File: config.mk
export PLATFORM = sky130hd
export DESIGN_NAME = max7219_receiver
export DESIGN_NICKNAME = d
export VERILOG_FILES = /design/src/rtl/max7219_receiver.sv
export SDC_FILE = /design/constraint.sdc
export NUM_CORES = 1
export LEC_CHECK = 0
export ABC_CLOCK_PERIOD_IN_PS = 3000
export BUFFER_PORTS_ARGS = -buffer_cell sky130_fd_sc_hd__buf_2
export CAP_MARGIN = 20
export CORE_AREA = 5 5 105 107
export DETAILED_ROUTE_END_ITERATION = 10
export DIE_AREA = 0 0 110 112
export HOLD_SLACK_MARGIN = 0.15
export PLACE_DENSITY = 0.85
export SLEW_MARGIN = 10
export SYNTH_ARGS = -nofsm -noshare
export SYNTH_HDL_FRONTEND = slang
export SYNTH_SLANG_ARGS = --single-unit
export TNS_END_PERCENT = 100
File: constraint.sdc
create_clock -name clk -period 3 [get_ports clk]
set_clock_uncertainty 0.1 [all_clocks]
set_input_delay 0.45 -clock clk [delete_from_list [all_inputs] [get_ports clk]]
set_output_delay 0.45 -clock clk [all_outputs]
set_load 0.1 [all_outputs]
File: src/rtl/max7219_receiver.sv
// max7219_receiver: MAX7219 register-file emulator on an SPI mode-0 slave port.
// All SPI inputs are resynchronised into clk; words are committed on the Cs rise.
//
// state       | meaning
// ------------+---------------------------------------------------------------
// WAIT_IDLE   | after reset; ignore the bus until Cs is genuinely seen high
// IDLE        | bus idle, waiting for a Cs falling edge
// SHIFT       | frame active; shift Mosi on every Sclk rise
// LATCH       | single cycle; commit a 16-bit word or flag a short frame

module max7219_receiver #(
    parameter int SYNC_STAGES = 2
) (
    input  logic        clk,
    input  logic        res,
    input  logic        Cs,
    input  logic        Sclk,
    input  logic        Mosi,
    output logic [63:0] digits,
    output logic [7:0]  decode_mode,
    output logic [3:0]  intensity,
    output logic [2:0]  scan_limit,
    output logic        shutdown_n,
    output logic        display_test,
    output logic        word_valid,
    output logic [3:0]  word_addr,
    output logic [7:0]  word_data,
    output logic        frame_err
);

    typedef enum logic [1:0] {
        S_WAIT_IDLE = 2'd0,
        S_IDLE      = 2'd1,
        S_SHIFT     = 2'd2,
        S_LATCH     = 2'd3
    } state_t;

    // Cycles needed after reset release before the Cs chain reflects the real pin.
    localparam logic [2:0] FLUSH_INIT = 3'(SYNC_STAGES + 2);
    localparam logic [4:0] FULL_WORD  = 5'd16;

    logic [SYNC_STAGES-1:0] r_cs_sync;
    logic [SYNC_STAGES-1:0] r_sclk_sync;
    logic [SYNC_STAGES-1:0] r_mosi_sync;
    logic                   r_cs_d;
    logic                   r_sclk_d;
    logic                   r_mosi_d;
    logic                   r_cs_rise;
    logic                   r_cs_fall;
    logic                   r_sclk_rise;
    logic [2:0]             r_flush_cnt;

    logic                   w_cs_s;
    logic                   w_sclk_s;
    logic                   w_mosi_s;

    state_t                 r_state;
    state_t                 w_next;
    logic                   w_clr_cnt;
    logic                   w_shift;
    logic                   w_commit;
    logic                   w_err;

    // Only the low 12 bits of the last 16 shifted in are ever decoded (the top
    // nibble is ignored), so only those are kept.
    logic [11:0]            r_shreg;
    logic [4:0]             r_bit_cnt;
    logic [3:0]             w_addr;
    logic [7:0]             w_data;

    logic [63:0]            r_digits;
    logic [7:0]             r_decode_mode;
    logic [3:0]             r_intensity;
    logic [2:0]             r_scan_limit;
    logic                   r_shutdown_n;
    logic                   r_display_test;
    logic                   r_word_valid;
    logic [3:0]             r_word_addr;
    logic [7:0]             r_word_data;
    logic                   r_frame_err;

    assign w_cs_s   = r_cs_sync[SYNC_STAGES-1];
    assign w_sclk_s = r_sclk_sync[SYNC_STAGES-1];
    assign w_mosi_s = r_mosi_sync[SYNC_STAGES-1];
    assign w_addr   = r_shreg[11:8];
    assign w_data   = r_shreg[7:0];

    // Input synchronisers plus registered edge pulses; Mosi gets one extra
    // flop so it stays aligned with the registered Sclk rise pulse.
    always_ff @(posedge clk or negedge res) begin
        if (!res) begin
            r_cs_sync   <= '1;
            r_sclk_sync <= '0;
            r_mosi_sync <= '0;
            r_cs_d      <= 1'b1;
            r_sclk_d    <= 1'b0;
            r_mosi_d    <= 1'b0;
            r_cs_rise   <= 1'b0;
            r_cs_fall   <= 1'b0;
            r_sclk_rise <= 1'b0;
        end else begin
            r_cs_sync   <= {r_cs_sync[SYNC_STAGES-2:0], Cs};
            r_sclk_sync <= {r_sclk_sync[SYNC_STAGES-2:0], Sclk};
            r_mosi_sync <= {r_mosi_sync[SYNC_STAGES-2:0], Mosi};
            r_cs_d      <= w_cs_s;
            r_sclk_d    <= w_sclk_s;
            r_mosi_d    <= w_mosi_s;
            r_cs_rise   <= w_cs_s & ~r_cs_d;
            r_cs_fall   <= ~w_cs_s & r_cs_d;
            r_sclk_rise <= w_sclk_s & ~r_sclk_d;
        end
    end

    // Down-counter that masks the reset value (high) still sitting in the Cs chain.
    always_ff @(posedge clk or negedge res) begin
        if (!res) begin
            r_flush_cnt <= FLUSH_INIT;
        end else if (r_flush_cnt != 3'd0) begin
            r_flush_cnt <= r_flush_cnt - 3'd1;
        end
    end

    // FSM state register.
    always_ff @(posedge clk or negedge res) begin
        if (!res) begin
            r_state <= S_WAIT_IDLE;
        end else begin
            r_state <= w_next;
        end
    end

    // FSM next-state and datapath controls; a Cs rise beats a same-cycle Sclk rise.
    always_comb begin
        w_next    = r_state;
        w_clr_cnt = 1'b0;
        w_shift   = 1'b0;
        w_commit  = 1'b0;
        w_err     = 1'b0;
        case (r_state)
            S_WAIT_IDLE: begin
                if (r_flush_cnt == 3'd0 && r_cs_d) begin
                    w_next = S_IDLE;
                end
            end
            S_IDLE: begin
                if (r_cs_fall) begin
                    w_clr_cnt = 1'b1;
                    w_next    = S_SHIFT;
                end
            end
            S_SHIFT: begin
                if (r_cs_rise) begin
                    w_next = S_LATCH;
                end else if (r_sclk_rise) begin
                    w_shift = 1'b1;
                end
            end
            S_LATCH: begin
                if (r_bit_cnt == FULL_WORD) begin
                    w_commit = 1'b1;
                end else begin
                    w_err = 1'b1;
                end
                if (r_cs_fall) begin
                    w_clr_cnt = 1'b1;
                    w_next    = S_SHIFT;
                end else begin
                    w_next = S_IDLE;
                end
            end
            default: w_next = S_WAIT_IDLE;
        endcase
    end

    // Shift register and saturating bit counter.
    always_ff @(posedge clk or negedge res) begin
        if (!res) begin
            r_shreg   <= '0;
            r_bit_cnt <= '0;
        end else begin
            if (w_clr_cnt) begin
                r_bit_cnt <= '0;
            end else if (w_shift && r_bit_cnt != FULL_WORD) begin
                r_bit_cnt <= r_bit_cnt + 5'd1;
            end
            if (w_shift) begin
                r_shreg <= {r_shreg[10:0], r_mosi_d};
            end
        end
    end

    // Register file commit and the one-cycle status pulses.
    always_ff @(posedge clk or negedge res) begin
        if (!res) begin
            r_digits       <= '0;
            r_decode_mode  <= '0;
            r_intensity    <= '0;
            r_scan_limit   <= '0;
            r_shutdown_n   <= 1'b0;
            r_display_test <= 1'b0;
            r_word_valid   <= 1'b0;
            r_word_addr    <= '0;
            r_word_data    <= '0;
            r_frame_err    <= 1'b0;
        end else begin
            r_word_valid <= w_commit;
            r_frame_err  <= w_err;
            if (w_commit) begin
                r_word_addr <= w_addr;
                r_word_data <= w_data;
                case (w_addr)
                    4'h1, 4'h2, 4'h3, 4'h4,
                    4'h5, 4'h6, 4'h7, 4'h8:
                        r_digits[{w_addr[2:0] - 3'd1, 3'b000} +: 8] <= w_data;
                    4'h9: r_decode_mode  <= w_data;
                    4'hA: r_intensity    <= w_data[3:0];
                    4'hB: r_scan_limit   <= w_data[2:0];
                    4'hC: r_shutdown_n   <= w_data[0];
                    4'hF: r_display_test <= w_data[0];
                    default: ;
                endcase
            end
        end
    end

    assign digits       = r_digits;
    assign decode_mode  = r_decode_mode;
    assign intensity    = r_intensity;
    assign scan_limit   = r_scan_limit;
    assign shutdown_n   = r_shutdown_n;
    assign display_test = r_display_test;
    assign word_valid   = r_word_valid;
    assign word_addr    = r_word_addr;
    assign word_data    = r_word_data;
    assign frame_err    = r_frame_err;

endmodule

### Yosys cells after proc, flatten, opt, wreduce, memory -nomap -nowiden

Cells that the tools add are included.
W data, S select, Z words.

* output and inout bits: 95
* logic and storage cells: 88
* input port bits: 5
* flip-flop bits (word level): 129

* reduce and logical (&&, ||, !) cells: 15
* shift operators: 2
* add/sub/neg operators: 4
* equality and inequality tests: 21
* bitwise operators: 6
* mux-type cells: 17

Operators with widths (number)
* $bwmux W64: 1
* $shift A8 B8 Y64 const A: 1
* $shiftx A8 B8 Y64: 1
* $eq A4 B4 Y1 const B: 6
* $eq A4 B3 Y1 const B: 4
* $reduce_and A2 Y1: 6
* $mux W5: 2
* $mux W1: 9
* $eq A4 B2 Y1 const B: 2
* $mux W2: 4
* $neg A6 Y8: 1
* $pmux W2 S4: 1
* $reduce_or A8 Y1: 1
* $ne A2 B2 Y1 const B: 3
* $sub A3 B1 Y3 const B: 2
* $add A5 B1 Y5 const B: 1
* $eq A5 B5 Y1 const B: 1
* $ne A5 B5 Y1 const B: 1
* $eq A2 B2 Y1 const B: 2
* $eq A4 B1 Y1 const B: 1
* $and A1 B1 Y1: 3
* $logic_not A3 Y1: 1
* $not A1 Y1: 3
* $reduce_and A3 Y1: 1
* other kinds (6): 7

### Logic depth before layout (Yosys ltp)

Gate-level depths: netlist of the first run.

* word-level depth: 6
* gate-level depth with buffers: 8
* gate-level depth less buffers: 8

### Worst setup path after synthesis of the first run

No wires, ideal clock.

* path kind: reg2reg
* from: reg r_shreg[8]
* to: reg r_digits[48], in the netlist digits[48]
* period minus slack after synthesis: 2.505 ns
* required time: 2.775 ns
* arrival: 2.279 ns
* buffers on the path: 0
* cell stages (with the launch flop): 8
* library setup time: 0.125 ns
* path slack: 0.495 ns
* cells stage by stage: dfrtp_1 inv_1 ha_1 xnor2_2 ha_1 nand3b_1 nor4_4 mux2_2

* longest elaborated chain between the ends: 4
* elaborated cells between the ends (all ways): 15
* classes of those cells: add/sub: 2; eq/ne: 8; shift: 2; mux: 1; reduce/logical: 2

Ends and longest elaborated chain
* start: declaration: line 66 `logic [11:0] r_shreg;`
* start signal: assignment: line 187 `r_shreg <= {r_shreg[10:0], r_mosi_d};`
* $sub A3 B1 Y3: line 214 `r_digits[{w_addr[2:0] - 3'd1, 3'b000} +: 8] <= w_data;`
* $neg A6 Y8: line 214
* $shiftx A8 B8 Y64 / $shift A8 B8 Y64 (equally long branches): line 214
* $bwmux W64: line 214
* end signal: indexed assignment: line 214
* end: declaration: line 71 `logic [63:0] r_digits;`

Several ways; a longest one is shown, not always the timed one.
A chain may end at the register's enable or synchronous reset.

### Final worst setup path of the first run

* from: reg r_shreg[8]
* to: reg r_digits[58], in the netlist digits[58]

The elaborated chain is that of the path after synthesis.

==> results.yml, run 1 <==
detailed_routing:
  wl_per_cell_microns: 18.8
  drc: 0
  first_iter_violations: 184
  dr_total_vias: 3390
  first_pass_iters: 5
  wl_microns: 12000
  ant_nets: 0
  via_per_inst: 5.32
timing:
  setup-tns-final_ns: 0
  fin_crit_sh: 0.928
  slew_violations: 0
  rsz0062_at_grt: "false"
  min_period_ns: 2.78
  slew_headroom: 0.541
  max_slew.worst_pin.slew_ns: 0.689
  postLayoutSetupSlackWorst_ns: 0.216
  hold_ws_ns: 0.247
  hold_viol: 0
  fmax_mhz: 359
  setup_violations: 0
global_routing:
  grt_antenna_before_repair: 0
  grt_usage: 0.207
  grt_max_degree: 55
  overflow: 0
  grt_pass1_wl_microns: 19300
  grt_pass1_vias: 3670
synth:
  synth_cells: 368
  ys_seq_elements: 129
  yosys_warnings: 0
  yosysUniqueCellTypes: 35
  postSynthAreaPerCell_sq_um: 14.5
  yosysSeqAreaShare: 0.604
  syn-cell-area_sq_um: 5350
  syn_nets: 384
power_and_ir_drop:
  cellLeakagePower_nw: 3.58
  ir_worst_vdd_mv: 0.500
  power_mw: 4.22
  powerDensity_nw_per_um2: 625
finish:
  final_cell_mix: "dfrtp_1 (124), buf_2 (98), mux2_2 (97)"
  final_nets: 504
  postLayoutCellArea_sq_um: 6760
  n_antenna_cell: 0
  area_delta_synth_final_pct: 26.2
  final_common_cell: "dfrtp_1"
  drive_above_1_share: 0.509
placement:
  postPlaceCellArea_sq_um: 6040
  pre_cts_ws_ns: 0.162
  dp_hpwl_microns: 7920
  numPortBuffers: 99
  gp_congestion: 0.879
worst_setup_path:
  cp.arrival_ns: 3.08
  crit_buf_inv: 2
  crit_type: "reg2reg"
  rr_endpoint: "digits[58]"
  r2r_setup_slack_ns: 0.22
  crit_cells: 8
  critPathTopFamily: "adder cells"
  cp-end-kind: "flip-flop"
  crit_path_max_fanout: 10
  reg2reg_depth: 8
  critPathRequiredTime_ns: 3.29
  critPathMaxStageDelay_ns: 0.46
  start_kind: "flip-flop"
  critical_path.cell_chain: "inv_1 > ha_1 > xnor2_2 > ha_1 > nand3b_1 > nor4_4 > buf_4 > mux2_2"
  worst_path_most_repeated_cell: "ha_1"
  rr_startpoint: "r_shreg[8]"
  slowest_stage: "dfrtp_2"
floorplan:
  ioPinCount: 100
  core-area_sq_um: 10000
  start_util: 0.533
  fp.dieW_microns: 110
  die_area_sq_um: 12300
  rows: 37
  die_h_microns: 112
min_path:
  holdPathStages: 0
  worstHoldStart: "r_sclk_sync[0]"
  min_to: "r_sclk_sync[1]"
  hold_path.class: "reg2reg"
cts:
  clock-sinks: 129
  cts_root_buffer: "clkbuf_8"
  htreeDepth: 4
  cts_tree: "built"
  cts_buffer_depth: 2
  cts_made_buffers: 17
  clk_latency_ns: 0.52
  clk_pin_slew_worst_paths_ns: 0.06
run_status:
  status: "completed"
flow_run:
  timing.max_cap.violations: 0
## how the worst max path moves through the flow
stage               start    endpoint  slack (ns)
4_1_cts        r_shreg[8]  digits[58]        0.10
3_3_place_gp   r_shreg[8]  digits[57]        0.32
3_5_place_dp   r_shreg[8]  digits[47]        0.16
5_1_grt        r_shreg[8]  digits[28]        0.06
2_1_floorplan  r_shreg[8]  digits[48]        0.50
6_report       r_shreg[8]  digits[58]        0.22
## stage by stage
step,util,cells
2_1_floorplan,-,368
3_3_place_gp,0.601,599
5_1_grt,0.672,637
4_1_cts,0.671,635
3_5_place_dp,0.601,599
6_report,0.672,637
## area by class of cell
cell class / count / area, sq um
Fill cell: 686 / 3290
Sequential cell: 129 / 3230
Multi-Input combinational cell: 214 / 2010
Timing Repair Buffer: 115 / 641
Clock buffer: 20 / 455
Clock inverter: 12 / 203
Tap cell: 136 / 170
Inverter: 11 / 41.3
## worst reg2reg max path: stages, from the launching register on
cell and delay (ns):
dfrtp_2 0.46, inv_1 0.12, ha_1 0.28, xnor2_2 0.18
ha_1 0.40, nand3b_1 0.26, nor4_4 0.30, buf_4 0.21
mux2_2 0.35
## where the power goes
group          switching (mW)  internal (mW)
Clock                   0.763           1.50
Sequential             0.0649           1.77
Combinational          0.0805         0.0427
## synth_stat cells, drive strengths merged
| master | n | area share |
|---|---|---|
| nand3b | 6 | 0.0091 |
| inv | 11 | 0.0077 |
| mux2i | 6 | 0.011 |
| o21ai | 3 | 0.0028 |
| nand4 | 4 | 0.0047 |
| o21a | 1 | 0.0014 |
| nand3 | 4 | 0.0037 |
| ha | 11 | 0.026 |
| nor3 | 1 | 0.00093 |
| and3 | 1 | 0.0021 |
| nand4bb | 1 | 0.0021 |
| dfstp | 4 | 0.020 |
| nor2 | 8 | 0.0056 |
| nor4b | 1 | 0.0016 |
| nor2b | 6 | 0.0070 |
| clkbuf | 6 | 0.0042 |
| xor2 | 3 | 0.0049 |
| and2 | 28 | 0.033 |
| nand2 | 13 | 0.0091 |
| nand4b | 1 | 0.0016 |
| mux2 | 99 | 0.21 |
| dfrtp | 125 | 0.58 |
| buf | 8 | 0.0096 |
| a2111oi | 1 | 0.0016 |
| nand2b | 2 | 0.0023 |
| a21oi | 4 | 0.0037 |
| xnor2 | 3 | 0.0063 |
| nor4 | 6 | 0.024 |
| nor4bb | 1 | 0.0019 |
## sequential cells by signal, indices dropped and copies added (netlist names), 3 cells and up
| register | cells |
|---|---|
| digits | 64 |
| r_shreg | 12 |
| decode_mode | 8 |
| word_data | 8 |
| r_bit_cnt | 5 |
| intensity | 4 |
| word_addr | 4 |
| r_flush_cnt | 3 |
| scan_limit | 3 |
## logic make-up (layout without fill, tap and decap cells)
family / Yosys count / count (layout) / share of synthesized area
XOR/XNOR: 6 / 6 / 0.0112
AND/OR/NAND/NOR: 83 / 83 / 0.108
buffers and inverters: 25 / 158 / 0.0215
adder cells (fa/ha/maj): 11 / 11 / 0.0257
AO/OA/AOI/OAI: 9 / 9 / 0.00958
flip-flops: 129 / 129 / 0.604
multiplexers: 105 / 105 / 0.219
## what timing repair did
item	in CTS	in global routing
hold buffers	4	0
setup endpoints to repair	0	34
buffers inserted	0	2
resized for setup	0	1
hold endpoints to repair	54	0
## per-layer routing
layer,wire length (microns),global-route usage,part of all wire
met1,4830,0.266,0.40
met2,6110,0.335,0.51
met3,874,0.0533,0.073
met4,170,0.0806,0.014
met5,0,0,0
Note: power is estimated with default switching activity, not from simulation.
==> run 2, diff against run 1 <==
Settings changed: CORE_AREA 5 5 105 107 to 4 4 104 106, DIE_AREA 0 0 110 112 to 0 0 108 110, RECOVER_POWER set to 25.
==> run 2 against run 1 <==
Compared with the run above: combinational power is essentially flat; cell area down 2.0%; final cell count down 0.78%; first-iteration DRC count increased by 24%; sequential cell count did not move; power down 7.6%; die area is 3.6% lower; global-route usage up 0.92 points; via count increased by 0.41%; sequential power hardly changed; critical path type unchanged.
==> results.yml, run 2 (same netlist as run 1, synthesis figures left out) <==
run_status:
  status: "completed"
worst_setup_path:
  reg2reg_depth: 7
  crit_type: "reg2reg"
  crit_path_max_fanout: 10
  critPathRequiredTime_ns: 3.29
  cp-end-kind: "flip-flop"
  start_kind: "flip-flop"
  cp.arrival_ns: 3.12
detailed_routing:
  wl_per_cell_microns: 19.2
  via_per_inst: 5.39
  dr_wl_met2_microns: 6230
  drc: 0
  met3_length_microns: 859
  first_pass_iters: 4
  wl_microns: 12100
  top_layer_used: "met4"
  dr_total_vias: 3404
  first_iter_violations: 228
  drt-met1-wl_microns: 4900
  ant_nets: 0
finish:
  post-route-util: 0.677
  n_antenna_cell: 0
  seq_area_sq_um: 3230
  multi_input_area_sq_um: 2010
  final_cell_mix: "dfrtp_1 (124), buf_2 (98), mux2_2 (97)"
  drive_above_1_share: 0.495
  area_delta_synth_final_pct: 23.7
  largest_reg_flops: 64
  nFillCells: 687
  final_common_cell: "dfrtp_1"
  final_nets: 502
timing:
  hold_viol: 0
  slew_violations: 0
  setup-tns-final_ns: 0
  setup_violations: 0
  max_slew.worst_pin.slew_ns: 1.26
  rsz0062_at_grt: "false"
  slew_headroom: 0.157
  fmax_mhz: 353
  fin_crit_sh: 0.944
  min_period_ns: 2.83
global_routing:
  overflow: 0
  grt_antenna_before_repair: 0
  grt_max_degree: 53
  grt_pass1_wl_microns: 19400
  grt_pass1_vias: 3658
  grt_usage: 0.216
power_and_ir_drop:
  powerDensity_nw_per_um2: 589
  switching_share: 0.229
  seqPwrFrac: 0.470
  p_clk_frac: 0.499
  p_sw_uw: 893
  ir_worst_vdd_mv: 0.382
  combPwrFrac: 0.031
  cellLeakagePower_nw: 3.52
  p_int_mw: 3.01
cts:
  cts_tree: "built"
  clk_latency_ns: 0.51
  htreeDepth: 4
  cts_root_buffer: "clkbuf_8"
  cts_buffer_depth: 2
  cts_made_buffers: 17
  clock-sinks: 129
  clk_pin_slew_worst_paths_ns: 0.06
flow_run:
  timing.max_cap.violations: 0
placement:
  gp_congestion: 0.832
  dp_hpwl_microns: 7750
  numPortBuffers: 99
min_path:
  holdPathStages: 0
  hold_path.class: "reg2reg"
floorplan:
  ioPinCount: 100
  rows: 36
  start_util: 0.548
  die_h_microns: 110
  die_area_sq_um: 11900
  fp.dieW_microns: 108
  core-area_sq_um: 9770
[run 2: final timing paths]
| path | start | endpoint | slack [ns] |
|---|---|---|---|
| max in group asynchronous | res | r_shreg[8] | 0.66 |
| setup / recovery | r_shreg[8] | digits[26] | 0.17 |
| hold reg to reg | r_sclk_sync[0] | r_sclk_sync[1] | 0.25 |
| min in group asynchronous | res | r_sclk_sync[1] | 0.64 |
| hold / removal | r_sclk_sync[0] | r_sclk_sync[1] | 0.25 |
| setup reg to reg | r_shreg[8] | digits[26] | 0.17 |
[run 2: through the flow]
step | power, mW | setup slack, ns | cells | area (sq um) | hold slack (ns)
2_1_floorplan | 1.90 | 0.495 | 368 | 5350 | 0.0544
3_3_place_gp | 1.97 | 0.329 | 594 | 6020 | 0.238
3_5_place_dp | 1.98 | 0.189 | 594 | 6020 | 0.238
4_1_cts | 3.92 | 0.0388 | 630 | 6620 | 0.251
5_1_grt | 4.02 | 0.0751 | 632 | 6620 | 0.254
6_report | 3.90 | 0.168 | 632 | 6620 | 0.249
[run 2: what timing repair did]
item | in CTS | in global routing
hold buffers | 4 | 0
resized for setup | 0 | 2
endpoints found under the hold margin | 50 | 0
setup buffers | 0 | 2
setup endpoints to repair | 0 | 43
[run 2: layer usage]
| layer | track usage | vias to the layer above |
|---|---|---|
| met1 | 0.272 | 1744 |
| li1 | - | 1511 |
| met2 | 0.368 | 136 |
| met5 | 0 | - |
| met4 | 0.0721 | 0 |
| met3 | 0.0565 | 13 |
[run 2: area by class of cell]
type | instances | share of cell area
clock inverters | 10 | 0.0168
repair buffers | 113 | 0.0922
inverters | 11 | 0.00624
clock buffers | 22 | 0.0669
flip-flops and latches | 129 | 0.489
well taps | 133 | 0.0251
multi-input cells | 214 | 0.304
[run 2: power by group through the flow]
stage               logic [mW]  clock network (mW)  registers, mW
floorplan               0.0674                   0           1.83
global placement         0.114                   0           1.86
detailed placement       0.119                   0           1.86
CTS                      0.127                1.96           1.83
global route             0.135                2.05           1.84
finish                   0.120                1.95           1.83
[run 2: critical path, cell delays in order (launching register included)]
cell,delay (ns)
dfrtp_2,0.47
inv_1,0.14
ha_1,0.28
xnor2_2,0.17
ha_1,0.44
nand3_1,0.17
nor4_4,0.52
mux2_2,0.42
